**src/rtl/dffr_pipe_bank.sv**
```systemverilog
// dffr_pipe_bank: WIDTH x DEPTH resettable pipeline register bank with enable, scan chain and fill-valid flag
//   CLK  clock, all state updates on posedge
//   R    synchronous active-high reset, loads RST_VAL and clears valid
//   EN   advance the data pipe by one stage
//   SE   scan mode, shifts the whole bank one bit (overrides EN)
//   SI   scan serial input into stage 0 bit 0
//   D    parallel data into stage 0
//   Q    last stage, QN its inverse, SO its MSB (scan out)
//   VLD  last stage holds data captured from D
module dffr_pipe_bank #(
    parameter int WIDTH = 8,
    parameter int DEPTH = 2,
    parameter logic [WIDTH-1:0] RST_VAL = {WIDTH{1'b0}}
) (
    input  logic             CLK,
    input  logic             R,
    input  logic             EN,
    input  logic             SE,
    input  logic             SI,
    input  logic [WIDTH-1:0] D,
    output logic [WIDTH-1:0] Q,
    output logic [WIDTH-1:0] QN,
    output logic             SO,
    output logic             VLD
);
    localparam int N = WIDTH * DEPTH;
    // stage s occupies bits [s*WIDTH +: WIDTH]; bit order is also the scan chain order
    logic [N-1:0]     st;
    logic [DEPTH-1:0] v;
    logic [N-1:0]     st_adv;
    logic [N-1:0]     st_scan;
    logic [DEPTH-1:0] v_adv;
    assign st_adv  = (st << WIDTH) | N'(D);
    assign st_scan = (st << 1) | N'(SI);
    assign v_adv   = (v << 1) | DEPTH'(1);
    // ternary chain keeps X on R/SE/EN propagating to state instead of silently picking a branch
    always_ff @(posedge CLK) begin
        st <= R ? {DEPTH{RST_VAL}} : SE ? st_scan : EN ? st_adv : st;
        v  <= R ? '0 : SE ? v : EN ? v_adv : v;
    end
    assign Q   = st[N-1 -: WIDTH];
    assign QN  = ~Q;
    assign SO  = st[N-1];
    assign VLD = v[DEPTH-1];
endmodule

```
**config.mk**
```make
export PLATFORM = sky130hd
export DESIGN_NAME = dffr_pipe_bank
export DESIGN_NICKNAME = d
export VERILOG_FILES = /design/src/rtl/dffr_pipe_bank.sv
export SDC_FILE = /design/constraint.sdc
export NUM_CORES = 1
export LEC_CHECK = 0
export ABC_AREA = 1
export BUFFER_PORTS_ARGS = -buffer_cell sky130_fd_sc_hd__buf_4
export CAP_MARGIN = 20
export CORE_ASPECT_RATIO = 1.4
export CORE_MARGIN = 3
export CORE_UTILIZATION = 35
export DETAILED_ROUTE_END_ITERATION = 6
export HOLD_SLACK_MARGIN = 0.03
export PLACE_DENSITY = 0.65
export SYNTH_ARGS = -nofsm -noshare
export SYNTH_HDL_FRONTEND = slang
export SYNTH_SLANG_ARGS = --single-unit
```
**constraint.sdc**
```tcl
create_clock -name CLK -period 0.8 [get_ports CLK]
set_input_delay 0.08 -clock CLK [delete_from_list [all_inputs] [get_ports CLK]]
set_output_delay 0.08 -clock CLK [all_outputs]
set_load 0.02 [all_outputs]
```
==> impl_metrics.toml <==
[clock_network]
clockBufferDepth = 2
cts_sinks = 18
htreeDepth = 1
cts_made_buffers = 3
clk_pin_slew_worst_paths_ns = 0.11
cts_tree = "done"
cts-root-buf = "clkbuf_4"
clkLatencyLatePin_ns = 0.30

[die]
fp-row-count = 22
io_pins = 31
core_um2 = 2640
die_y_um = 68.4
start_util_pct = 36.8
dieWidth_um = 50.6
die_area_um2 = 3460

[synthesis]
yosysSeqAreaShare_pct = 37.0
syn_area_per_cell_um2 = 6.62
ys_warn_count = 0
syn_area_um2 = 973
synth_top_area_cell = "dfxtp_1"
netlist.area_leader.share_pct = 37.0
synth.distinct_cells = 13
synth_cells = 147
syn-num-nets = 160
synth.area.top_cells = "dfxtp_1 37%, nand2_1 19%, nand3_1 16%, inv_1 9.3%, buf_4 8.5%"
ys_seq_elements = 18

[hold_path]
whs_path_depth = 4
min_path_type = "in -> reg"
hold_end = "v[1]"
hp-start = "R"

[finish]
layout.nets = 192
fillCellCount = 256
mostFrequentLayoutCell = "nand2_1"
final_cells = 213
diodes = 0
drive_above_1_share_pct = 46.3
final_cell_mix = "39 x nand2_1, 25 x nand3_1, 24 x buf_6"
post-route-util_pct = 54.4
area_growth_pct = 47.7

[job]
maxCapViolCount = 0

[critical_path]
worstSetupPathType = "reg -> out"
r2r_start = "st[15]"
required_ns = 0.72
arrival_ns = 0.83
crit_path_start_kind = "flop"
r2r.worst_path.cells = 5
reg2reg_slack_ns = -0.01
rr_endpoint = "st[15]"
cp-end-kind = "primary output"
critPathMaxFanout = 3

[run_status]
status = "complete, but fails checks"
failed_checks = "negative setup slack"

[detailed_routing]
via_per_inst = 4.51
wl_per_cell_um = 10.2
postRouteAntennaNets = 0
dr.pass1.iters = 4
drcViolationCount = 0
num_vias = 960
drt-total-wl_um = 2180
drt_iter0_markers = 15

[placed_design]
dp.final_hpwl_um = 1500
place.gp.congestion = 0.798
portBuffers = 30
dp.cells = 201
pre_cts_ws_ns = -0.000378

[global_routing]
grt_pass1_vias = 911
grt_use_total_pct = 13.3
antenna_found_initial = 0
grt_overflow = 0
grt_max_degree = 18
grt_pass1_wl_um = 3550

[pwr]
powerDensity_nw_per_um2 = 1220
peakVddDrop_mv = 0.800
leakagePower_nw = 0.810

[sta]
fin_crit_ns = 0.912
hold_ws_ns = 0.0526
worst_pin_slew_ns = 0.288
hold_violations = 0
clock_skew_ns = 0.00738
setup_viol = 20
slew_viol_final = 0
relSlewSlack_pct = 80.8
period_share_pct = 114
fmax_mhz = 1100
rsz0062_at_grt = "true"
setup_slack_ns = -0.112
==> final cells by class <==
type,count,area [um2],share of cell area (%)
clock buffers,3,22.5,1.57
inverters,27,104,7.22
repair buffers,42,433,30.1
well taps,36,45.0,3.13
multi-input cells,87,449,31.2
flip-flops and latches,18,384,26.7
==> cell usage after synthesis <==
master	count
buf_6	2
buf_8	1
nand2_1	49
nand3_1	32
nor2_1	4
inv_1	24
dfxtp_1	18
o21ai_1	1
inv_2	2
inv_4	1
buf_2	1
buf_4	11
nor2_8	1
==> critical path, stage by stage, from the launching register on <==
cell,delay (ns)
dfxtp_4,0.38
inv_2,0.04
buf_6,0.12
==> logic make-up after synthesis <==
| family | Yosys count | synth area share, % |
|---|---|---|
| AOI/OAI and AO/OA | 1 | 0.514 |
| DFF | 18 | 37.0 |
| and+or+nand+nor | 86 | 38.9 |
| buffers and inverters | 42 | 23.5 |
==> how the worst max path moves through the flow <==
| stage | startpoint | to | slack, ns | cells past startpoint |
|---|---|---|---|---|
| floorplan | st[15] | st[15] | 0.08 | 4 |
| global placement | SE | v[1] | 0.03 | 5 |
| detailed placement | SE | v[1] | -0.0004 | 5 |
| CTS | st[15] | QN[7] | -0.11 | 2 |
| global route | st[15] | QN[7] | -0.15 | 2 |
| finish | st[9] | QN[1] | -0.11 | 2 |
==> flip-flops by register name (all words and copies together) (netlist names) <==
name	cells
st	16
v	2
==> per-layer routing <==
| metal | track usage, % | wire (um) | vias to the layer above |
|---|---|---|---|
| li1 | - | - | 502 |
| met1 | 14.1 | 852 | 427 |
| met2 | 24.5 | 1170 | 25 |
| met3 | 1.53 | 91 | 6 |
| met4 | 9.09 | 61 | 0 |
| met5 | 0 | 0 | - |
==> repair_timing <==
| action | CTS | global route |
|---|---|---|
| setup endpoints to repair | 18 | 26 |
| hold buffers | 1 | 0 |
| resized for setup | 30 | 34 |
| pin swaps | 0 | 13 |
| endpoints found under the hold margin | 1 | 0 |
| buffers inserted | 8 | 0 |
==> power by group <==
part           leakage, nW  total (mW)  switching (mW)  internal, mW
sequential           0.153       0.950          0.0301         0.920
combinational        0.644       0.346           0.176         0.169
clock               0.0138       0.463           0.288         0.175
==> through the flow <==
stage	power [mW]	setup TNS, ns	instance area, um2
global route	1.84	-2.34	1440
global placement	1.27	0	1170
detailed placement	1.28	-0.000378	1170
CTS	1.76	-1.49	1320
finish	1.76	-1.50	1440
floorplan	1.18	0	973
No activity file was read; power rests on OpenSTA's default activity.
